==> src/rtl/pool_pkg.sv <==
// Shared types and helpers for the 2x2 max-pooling stage.
package pool_pkg;

  typedef enum logic [1:0] {
    S_IDLE,
    S_RUN,
    S_FLUSH,
    S_DONE
  } state_t;

  localparam int LANES  = 4;
  localparam int LANE_W = 8;

  function automatic logic [LANE_W-1:0] smax8(input logic [LANE_W-1:0] a,
                                               input logic [LANE_W-1:0] b);
    return ($signed(a) > $signed(b)) ? a : b;
  endfunction

endpackage

==> src/rtl/lane_max4.sv <==
// Four independent signed int8 max accumulators; the tag-0 datum seeds the window.
// pooled is the combinational window result including the current datum, with optional ReLU.
module lane_max4
  import pool_pkg::*;
(
  input  logic                    clk,
  input  logic                    rst,
  input  logic                    valid,
  input  logic [1:0]              tag,
  input  logic                    relu_en,
  input  logic [LANES*LANE_W-1:0] data,
  output logic [LANES*LANE_W-1:0] pooled
);

  logic [LANES*LANE_W-1:0] acc;
  logic [LANES*LANE_W-1:0] merged;

  always_comb begin
    merged = '0;
    pooled = '0;
    for (int i = 0; i < LANES; i++) begin
      merged[i*LANE_W +: LANE_W] = (tag == 2'd0) ? data[i*LANE_W +: LANE_W]
                                 : smax8(acc[i*LANE_W +: LANE_W], data[i*LANE_W +: LANE_W]);
      pooled[i*LANE_W +: LANE_W] = (relu_en && merged[i*LANE_W + LANE_W - 1]) ? '0
                                 : merged[i*LANE_W +: LANE_W];
    end
  end

  always_ff @(posedge clk) begin
    if (rst) begin
      acc <= '0;
    end else if (valid) begin
      acc <= merged;
    end
  end

endmodule

==> src/rtl/maxpool_2x2.sv <==
// 2x2 stride-2 max pooling over a packed int8 feature map (4 channels per word).
// Reads stream back-to-back, one pooled word is written every 4 cycles.
module maxpool_2x2
  import pool_pkg::*;
#(
  parameter int DIM_W  = 8,
  parameter int ADDR_W = 32
) (
  input  logic              clk,
  input  logic              rst,
  input  logic              start,
  output logic              finish,
  input  logic [DIM_W-1:0]  cfg_w,
  input  logic [DIM_W-1:0]  cfg_h,
  input  logic [DIM_W-1:0]  cfg_cg,
  input  logic              relu_en,
  output logic              Msrc_en,
  output logic [ADDR_W-1:0] Msrc_addr,
  input  logic [31:0]       Msrc_R_data,
  output logic              Mdst_en,
  output logic [ADDR_W-1:0] Mdst_addr,
  output logic [3:0]        Mdst_W_req,
  output logic [31:0]       Mdst_W_data
);

  // Word indices span cg*H*W, so the counters carry three dimension widths.
  localparam int CW = 3 * DIM_W;

  state_t state_q, state_d;

  logic [DIM_W-1:0] w_q, h_q, cg_q;
  logic             relu_q;
  logic [DIM_W-1:0] ow, oh;
  logic [DIM_W-1:0] ox, oy, g;
  logic [1:0]       p;
  logic [CW-1:0]    row_base, x2, dst_cnt, rd_word, w_ext;
  logic             dv_d;
  logic [1:0]       tag_d;
  logic             fl_cnt;
  logic             empty, last_ox, last_oy, last_g, last_rd;
  logic [31:0]      pooled;

  assign ow      = {1'b0, w_q[DIM_W-1:1]};
  assign oh      = {1'b0, h_q[DIM_W-1:1]};
  assign w_ext   = CW'(w_q);
  assign empty   = (cfg_w < DIM_W'(2)) || (cfg_h < DIM_W'(2)) || (cfg_cg == '0);
  assign last_ox = (ox == ow - DIM_W'(1));
  assign last_oy = (oy == oh - DIM_W'(1));
  assign last_g  = (g == cg_q - DIM_W'(1));
  assign last_rd = (state_q == S_RUN) && (p == 2'd3) && last_ox && last_oy && last_g;

  assign rd_word   = row_base + x2 + CW'(p[0]) + (p[1] ? w_ext : '0);
  assign Msrc_addr = ADDR_W'({rd_word, 2'b00});
  assign Msrc_en   = 1'b1;
  assign Mdst_en   = 1'b1;
  assign finish    = (state_q == S_DONE);

  always_ff @(posedge clk) begin
    if (rst) state_q <= S_IDLE;
    else     state_q <= state_d;
  end

  always_comb begin
    state_d = state_q;
    unique case (state_q)
      S_IDLE:  if (start) state_d = empty ? S_DONE : S_RUN;
      S_RUN:   if (last_rd) state_d = S_FLUSH;
      S_FLUSH: if (fl_cnt) state_d = S_DONE;
      S_DONE:  if (!start) state_d = S_IDLE;
      default: state_d = S_IDLE;
    endcase
  end

  always_ff @(posedge clk) begin
    if (rst) begin
      w_q <= '0; h_q <= '0; cg_q <= '0; relu_q <= 1'b0;
      ox <= '0; oy <= '0; g <= '0; p <= '0;
      row_base <= '0; x2 <= '0; dst_cnt <= '0;
      dv_d <= 1'b0; tag_d <= '0; fl_cnt <= 1'b0;
      Mdst_W_req <= '0; Mdst_addr <= '0; Mdst_W_data <= '0;
    end else begin
      dv_d   <= (state_q == S_RUN);
      tag_d  <= p;
      fl_cnt <= (state_q == S_FLUSH);
      if (state_q == S_IDLE && start) begin
        w_q <= cfg_w; h_q <= cfg_h; cg_q <= cfg_cg; relu_q <= relu_en;
        ox <= '0; oy <= '0; g <= '0; p <= '0;
        row_base <= '0; x2 <= '0; dst_cnt <= '0;
      end else if (state_q == S_RUN) begin
        p <= p + 2'd1;
        if (p == 2'd3) begin
          if (!last_ox) begin
            ox <= ox + DIM_W'(1);
            x2 <= x2 + CW'(2);
          end else begin
            ox <= '0;
            x2 <= '0;
            if (!last_oy) begin
              oy       <= oy + DIM_W'(1);
              row_base <= row_base + (w_ext << 1);
            end else begin
              // Skip the dropped odd row to land on the next group's first row.
              oy       <= '0;
              g        <= g + DIM_W'(1);
              row_base <= row_base + (w_ext << 1) + (h_q[0] ? w_ext : '0);
            end
          end
        end
      end
      if (dv_d && tag_d == 2'd3) begin
        Mdst_W_req  <= 4'hF;
        Mdst_W_data <= pooled;
        Mdst_addr   <= ADDR_W'({dst_cnt, 2'b00});
        dst_cnt     <= dst_cnt + CW'(1);
      end else begin
        Mdst_W_req <= '0;
      end
    end
  end

  lane_max4 u_lane_max4 (
    .clk     (clk),
    .rst     (rst),
    .valid   (dv_d),
    .tag     (tag_d),
    .relu_en (relu_q),
    .data    (Msrc_R_data),
    .pooled  (pooled)
  );

endmodule
==> config.mk <==
export PLATFORM = sky130hd
export DESIGN_NAME = maxpool_2x2
export DESIGN_NICKNAME = d
export VERILOG_FILES = /design/src/rtl/pool_pkg.sv /design/src/rtl/lane_max4.sv /design/src/rtl/maxpool_2x2.sv
export SDC_FILE = /design/constraint.sdc
export NUM_CORES = 1
export LEC_CHECK = 0
export CORE_MARGIN = 3
export CORE_UTILIZATION = 30
export DETAILED_ROUTE_END_ITERATION = 16
export PLACE_DENSITY_LB_ADDON = 0.12
export SLEW_MARGIN = 40
export SYNTH_ARGS = -nofsm -noshare
export SYNTH_HDL_FRONTEND = slang
export SYNTH_HIERARCHICAL = 1
export SYNTH_SLANG_ARGS = --single-unit
==> constraint.sdc <==
create_clock -name clk -period 4.5 [get_ports clk]
set_input_delay 0.9 -clock clk [delete_from_list [all_inputs] [get_ports clk]]
set_output_delay 0.9 -clock clk [all_outputs]
set_load 0.01 [all_outputs]
==> results of run 1 <==
worst max-delay path, stage by stage, from the launching register on:
cell and delay (ps):
dfxtp_2 340, buf_6 120, and2_4 130, fa_1 490, ha_4 310, inv_4 40
o21bai_4 180, a2111oi_4 90, buf_4 160, o31ai_4 200, o41ai_2 90, buf_4 140
o211ai_1 300, buf_4 170, buf_6 90, nor2_2 30, o21bai_1 160, xor2_1 140
buf_2 140
registers in the layout, summed over array words and instances (netlist names), 2 cells and up:
name,count
Mdst_W_data,32
oy,8
u_lane_max4/acc,32
state_q,2
g,8
row_base,24
ox,8
dst_cnt,24
p,2
w_q,8
Mdst_addr,24
h_q,8
cg_q,8
x2,23
tag_d,2
metal layers:
metal | vias up | routed length (um) | global-route usage [%]
li1 | 6074 | - | -
met1 | 5584 | 18300 | 21.0
met2 | 168 | 17000 | 25.4
met3 | 51 | 1450 | 3.07
met4 | 10 | 690 | 3.31
met5 | - | 72 | 0
cell families after synthesis:
group                      count (synthesis)  synth area share (%)
AOI/OAI and AO/OA                        338                  16.5
xor gates and xnor gates                 110                  7.25
adders and majority gates                109                  10.7
buffers and inverters                    155                  5.20
DFF                                      217                  32.2
muxes                                     80                  6.15
other                                      2                0.0557
and+or+nand+nor                          643                  21.9
metrics by stage:
step	std cells	setup slack [ps]
floorplan	1671	187
global placement	2386	-510
detailed placement	2386	-512
CTS	2445	-478
global route	2447	-487
finish	2447	-269
synth_stat cells (12+ instances only):
library cell    n
xor2_1         46
clkbuf_1       52
a21oi_1       160
mux2i_1        69
nand4_1        25
and2_1         24
a211oi_1       12
o211ai_1       14
buf_4          24
o21ai_0        34
a31oi_1        12
inv_1          67
dfxtp_1       217
and3_1         16
nand2_1       244
a21o_1         13
xnor2_1        63
nand3_1        40
nor2b_1        16
nor2_1        183
nand2b_1       13
ha_1           98
nor3_1         24
timing repair:
action	in CTS	in global routing
gates resized for setup	92	5
setup buffers	10	1
setup endpoints to repair	17	14
pin swaps	29	21
power by group:
part | switching (uW) | internal, uW
sequential | 97.7 | 2020
clock | 894 | 1390
combinational | 703 | 494
placed cells by master, fill, tap and decap left out, types with 12 or more instances in the layout:
master | Yosys | layout
nor2_1 | 183 | 180
clkbuf_16 | 0 | 28
o211ai_1 | 14 | 14
conb_1 | 2 | 19
ha_1 | 98 | 93
nor2b_1 | 16 | 16
buf_4 | 24 | 69
nor3_1 | 24 | 24
nand2b_1 | 13 | 12
a21o_1 | 13 | 13
xor2_1 | 46 | 46
dfxtp_1 | 217 | 215
mux2i_1 | 69 | 69
o21ai_0 | 34 | 32
nand3_1 | 40 | 39
xnor2_1 | 63 | 63
a21oi_1 | 160 | 154
and3_1 | 16 | 15
and2_1 | 24 | 22
clkdlybuf4s50_1 | 0 | 128
a211oi_1 | 12 | 12
inv_1 | 67 | 65
nand2_1 | 244 | 244
nand4_1 | 25 | 25
cell type report:
cell class	count	area [um^2]
Multi-Input combinational cell	1299	8750
Clock inverter	9	120
Timing Repair Buffer	220	1990
Clock buffer	42	833
Inverter	67	254
Sequential cell	217	4350
Antenna cell	1	2.50
Fill cell	4657	27300
Tap cell	592	741
worst paths after layout:
check                      start              to  slack [ps]  cells past startpoint
hold reg to reg   Mdst_W_data[7]  Mdst_W_data[7]         450                      2
setup / recovery            p[1]   Msrc_addr[23]        -270                     18
setup reg to reg     row_base[1]    row_base[22]         660                     15
hold / removal    Mdst_W_data[7]  Mdst_W_data[7]         450                      2
==> results by stage, run 1 <==
GRT:
- The largest net degree at the start of global routing is 81.
- The sum of overflow across all layers after global routing is 0.
- The number of antenna violations at the first check in global routing is 6.
- The number of global-route vias before repair is 11526.
- The aggregate global-route resource usage is 15.4%.
- The wire length of the first global-routing pass is 60500 um.

Clocking:
- The number of buffers created by CTS is 28.
- Clock-pin slew was measured on the worst setup and hold paths at 60 ps.
- TritonCTS built the clock tree.
- The number of H-tree levels is 1.
- The tree built by TritonCTS fans out to 217 sinks.
- The clock passes through at most 3 buffers.
- In this run, post-CTS hold repair placed 0 buffers.
- The clock insertion delay at the later pin of the skew report is 570 ps.
- The root cell of the clock tree is clkbuf_16.

Timing:
- Setup repair after global routing could not meet its margin everywhere.
- For the pin with the worst max-slew slack, the measured transition is 811 ps.
- The final setup violation count is 7.
- The tightest hold path in the finished design has a slack of 454 ps.
- The max-slew violation total from the final report is 0.
- The fmax is 210 MHz.
- The number of endpoints with negative hold slack in the final report is 0.
- The period utilization is 106%.
- The final-layout setup total negative slack is -1260 ps.
- The clock arrives with 28.8 ps of skew.
- Headroom to the max-slew limit came out at 46.0%.
- The final worst setup slack is -269 ps.
- The shortest clock period the worst path allows after layout is 4770 ps.

Drt:
- The number of antenna-violating nets in the routed design is 0.
- The number of optimization iterations in the first detailed-route pass is 4.
- The violation count after the first detailed-route iteration is 396.
- After detailed routing, the number of remaining DRC violations is 0.
- The total wirelength of the detailed-routed design is 37600 um.
- The via-per-instance ratio is 4.86.
- Detailed routing inserted a total of 11887 vias.
- The routed length per placed instance is 15.4 um.

Setup path:
- In this run the worst path has a maximum fanout of 5.
- The arrival time of data at the critical path endpoint is 3870 ps.
- The kind of start point of the critical path is a flop.
- The type of the setup path with the least slack is reg2out.
- The worst setup path is captured at an output port.
- The data required time at the worst endpoint is 3600 ps.

Placed design:
- During placement, the flow inserted port buffers numbering 144.
- At the end of routability-driven placement, the weighted congestion stood at 0.816.
- The placed instance area is 15800 um^2.
- The final HPWL from detailed placement is 27400 um.

Floorplanning:
- 163 I/O pins were placed.
- The effective utilization at floorplan is 30.4%.
- The floorplan step set the die height to 218 um.
- The row count is 77.
- The overall die area is 47500 um^2.
- The area of the core is 44300 um^2.
- The die is 218 um wide.

Synthesis:
- The post-synthesis instance total is 1654.
- The number of different library cells used by synthesis comes to 88.
- Summing every instance area after synthesis gives 13500 um^2.
- The number of enable flip-flop cells after synthesis is 0.
- The Yosys step of the flow raised 6 warnings.
- The cell accounting for the most synthesized area is dfxtp_1.
- The proportion of synthesized chip area in sequential cells is 32.2%.
- Synthesis inferred 217 register bits.
- The most used flip-flop cell after synthesis is dfxtp_1.
- After synthesis, the share of flip-flops with an asynchronous set or reset is 0%.
- Sorting the synthesized cells by area gives the leading types as dfxtp_1 (32%), ha_1 (9.1%), nand2_1 (6.8%).
- In this run the biggest area consumer among cell types represents 32.2% of the synthesized area.
- The mean cell area of the mapped netlist is 8.15 um^2.

Finish:
- At the end of the flow, the number of nets in the layout was 2002.
- Compared with the post-synthesis result, the final layout area differs by 26.4%.
- Summing all non-filler instances in the final layout gives an area of 17000 um^2.
- The share of final-layout standard cells stronger than drive strength 1 is 11.7%.
- The utilization after layout is 38.4%.

Min path:
- The path class of the lowest-slack min-delay path is reg2reg.

Status:
- The checks that failed: negative setup slack.
- The run finished, with violations left.

Power:
- The total power divided by cell area is 328 nW/um^2.
- Summed over all cells, the static leakage comes to 0.00686 uW.
- The peak supply drop is 0.000276 V.
- Power comes to 5600 uW.

Run:
- Across the run, the number of max-cap violations was 0.
(Power assumes the default switching activity.)
==> run 2: changes to the inputs <==
--- a/config.mk
+++ b/config.mk
@@ -9,6 +9,7 @@
 export CORE_UTILIZATION = 30
 export DETAILED_ROUTE_END_ITERATION = 16
 export PLACE_DENSITY_LB_ADDON = 0.12
+export SETUP_SLACK_MARGIN = 0.05
 export SLEW_MARGIN = 40
 export SYNTH_ARGS = -nofsm -noshare
 export SYNTH_HDL_FRONTEND = slang
==> run 2 against run 1 <==
  * The flow still finishes with violations (negative setup slack)
  * Global-route usage is essentially flat
  * Critical path depth shrank 1
  * Maximum frequency shrank 0.93%
  * Via count grew 0.14%
  * Cell area grew 0.43%
  * Largest power group unchanged
==> results by stage, run 2 (synthesis gave the netlist of run 1 again) <==
Status:
- Status: finished with violations (unchanged).
- Violations in the final reports: negative setup slack (unchanged).

Timing:
- The number of endpoints with negative hold slack in the final report is 0 (unchanged).
- The final-layout setup total negative slack is -1930 ps (was -1260 ps).
- The tightest slew margin relative to the limit was 46.2% (was 46.0%).
- The fmax is 208 MHz (was 210 MHz).
- The worst-case clock skew came to 28.3 ps (was 28.8 ps).
- The shortest clock period the worst path allows after layout came to 4810 ps (was 4770 ps).
- The max-slew violation total from the final report is 0 (unchanged).
- The actual slew at the worst max-slew pin is 807 ps (was 811 ps).
- The final worst setup slack is -314 ps (was -269 ps).
- Unrepaired setup endpoints after global routing: true (unchanged).
- The period utilization is 107% (was 106%).
- The worst hold margin is 454 ps (about the same).
- The final setup violation count came to 10 (was 7).

Placed design:
- The final HPWL from detailed placement is 27400 um (unchanged).
- The placer congestion estimate came to 0.816 (unchanged).
- The number of input and output port buffers inserted came to 144 (unchanged).
- The placed instance area was 15800 um^2 (unchanged).

Drt:
- The total wirelength of the detailed-routed design is 37700 um (was 37600 um).
- The via-per-instance ratio was 4.85 (was 4.86).
- The number of antenna-violating nets in the routed design is 0 (unchanged).
- The violation count after the first detailed-route iteration is 387 (was 396).
- The number of design rule violations left after detail routing was 0 (unchanged).
- The number of optimization iterations in the first detailed-route pass is 4 (unchanged).
- The number of vias after detailed routing is 11904 (was 11887).
- The routed length per placed instance is 15.4 um (about the same).

Finish:
- The share of final-layout standard cells stronger than drive strength 1 is 12.1% (was 11.7%).
- The final net count is 2007 (was 2002).
- The number of fillers in the final layout was 4654 (was 4657).
- The commonest non-fill, non-tap cell in the layout was nand2_1 (unchanged).
- The synthesis-to-layout area growth is 26.9% (was 26.4%).
- The utilization after layout is 38.6% (was 38.4%).
- Top Registers: Mdst_W_data (32), u_lane_max4/acc (32) (unchanged).
- The post-layout instance area came to 17100 um^2 (was 17000 um^2).
- Most frequent cells in the layout: nand2_1 (244), dfxtp_1 (215), nor2_1 (179) (was nand2_1 (244), dfxtp_1 (215), nor2_1 (180)).

Power:
- The static power due to leakage is 0.00690 uW (was 0.00686 uW).
- The peak supply drop is 0.000277 V (was 0.000276 V).
- The post-route total power is 5600 uW (about the same).
- The total power divided by cell area is 327 nW/um^2 (was 328 nW/um^2).

Floorplanning:
- The vertical extent of the die came to 218 um (unchanged).
- The area of the core was 44300 um^2 (unchanged).
- The chip width was 218 um (unchanged).
- The number of primary I/O pins is 163 (unchanged).
- The effective utilization at floorplan is 30.4% (unchanged).
- The row count is 77 (unchanged).
- The overall die area is 47500 um^2 (unchanged).

Clocking:
- The clock insertion delay at the later pin of the skew report is 570 ps (about the same).
- The CTS sink count is 217 (unchanged).
- The worst-case clock buffer depth came to 3 (unchanged).
- The CTS tree is built (unchanged).
- The number of buffers added to fix hold violations after cts is 0 (unchanged).
- The number of buffers created by CTS was 28 (unchanged).
- The root cell of the clock tree is clkbuf_16 (unchanged).
- The number of H-tree levels came to 1 (unchanged).
- The clock transition at the registers of the reported paths is 60 ps (about the same).

Setup path:
- The origin of the worst setup path is p[1] (unchanged).
- The kind of start point of the critical path was a flop (unchanged).
- The data required time at the worst endpoint is 3600 ps (about the same).
- The arrival time of data at the critical path endpoint is 3910 ps (was 3870 ps).
- The worst-path maximum fanout is 4 (was 5).
- The source of the worst register-to-register timing path was row_base[1] (unchanged).
- The endpoint class of the critical path is an output port (unchanged).
- The type of the setup path with the least slack is reg2out (unchanged).

GRT:
- The sum of overflow across all layers after global routing is 0 (unchanged).
- The wire length of the first global-routing pass came to 60700 um (was 60500 um).
- The number of antenna violations at the first check in global routing is 6 (unchanged).
- The number of global-route vias before repair was 11544 (was 11526).
- The aggregate global-route resource usage is 15.5% (was 15.4%).
- The largest net degree at the start of global routing is 81 (unchanged).

Run:
- The max-cap check violation count is 0 (unchanged).

Min path:
- The path class of the lowest-slack min-delay path was reg2reg (unchanged).
- The worst hold path startpoint is Mdst_W_data[7] (unchanged).
-- run 2: cell types whose count changed in the layout (fill, tap and decap cells not counted), sizes merged --
cell | previous run | this run
clkdlybuf4s15 | 0 | 1
buf | 88 | 93
clkbuf | 42 | 44
dlygate4sd2 | 3 | 1
clkdlybuf4s50 | 128 | 126
dlymetal6s2s | 1 | 2
-- run 2: cell type report --
class                   instances  area, um^2  share of cell area (%)
diodes                          1        2.50                  0.0146
clock buffers                  42         833                    4.87
clock inverters                 9         120                   0.702
inverters                      67         254                    1.48
multi-input cells            1299        8770                    51.2
flip-flops and latches        217        4350                    25.4
well taps                     592         741                    4.33
repair buffers                225        2050                    12.0
-- run 2: power by group --
part | switching, uW | internal [uW] | total (uW)
clock | 895 | 1390 | 2290
combinational | 703 | 494 | 1200
sequential | 97.4 | 2020 | 2110
total | 1700 | 3900 | 5600
-- run 2: critical path: stages (launching register included) --
cell and delay, ps:
dfxtp_2 340, and2_4 140, fa_1 480, ha_4 270, a21oi_4 150, o21bai_4 110
a2111oi_4 460, o31ai_4 120, o41ai_2 220, buf_4 180, buf_6 90, buf_6 80
buf_6 90, o21ai_2 60, a21o_1 180, a21oi_2 130, xnor2_1 120, buf_2 140
-- run 2: per-stage QoR --
stage | cells | worst slack (ps)
6_report | 2452 | -314
3_5_place_dp | 2386 | -512
2_1_floorplan | 1671 | 187
4_1_cts | 2449 | -469
3_3_place_gp | 2386 | -510
5_1_grt | 2452 | -504
-- run 2: layer usage --
metal | up-vias | GRT usage (%) | share of wire [%]
met5 | - | 0 | 0.19
met4 | 10 | 3.31 | 1.8
met3 | 51 | 3.07 | 3.7
met2 | 160 | 25.5 | 45
met1 | 5590 | 21.0 | 49
li1 | 6093 | - | -
-- run 2: final timing paths --
kind / slack, ps / endpoint / depth (start not counted)
max: -310 / Msrc_addr[19] / 17
min: 450 / Mdst_W_data[7] / 2
max reg2reg: 650 / row_base[22] / 15
min reg2reg: 450 / Mdst_W_data[7] / 2
-- run 2: what timing repair did --
item                                    CTS  global route
buffers inserted                         15             2
gates cloned                              0             0
pin swaps                                30            12
resized for setup                       100            13
endpoints found under the setup margin   17            16
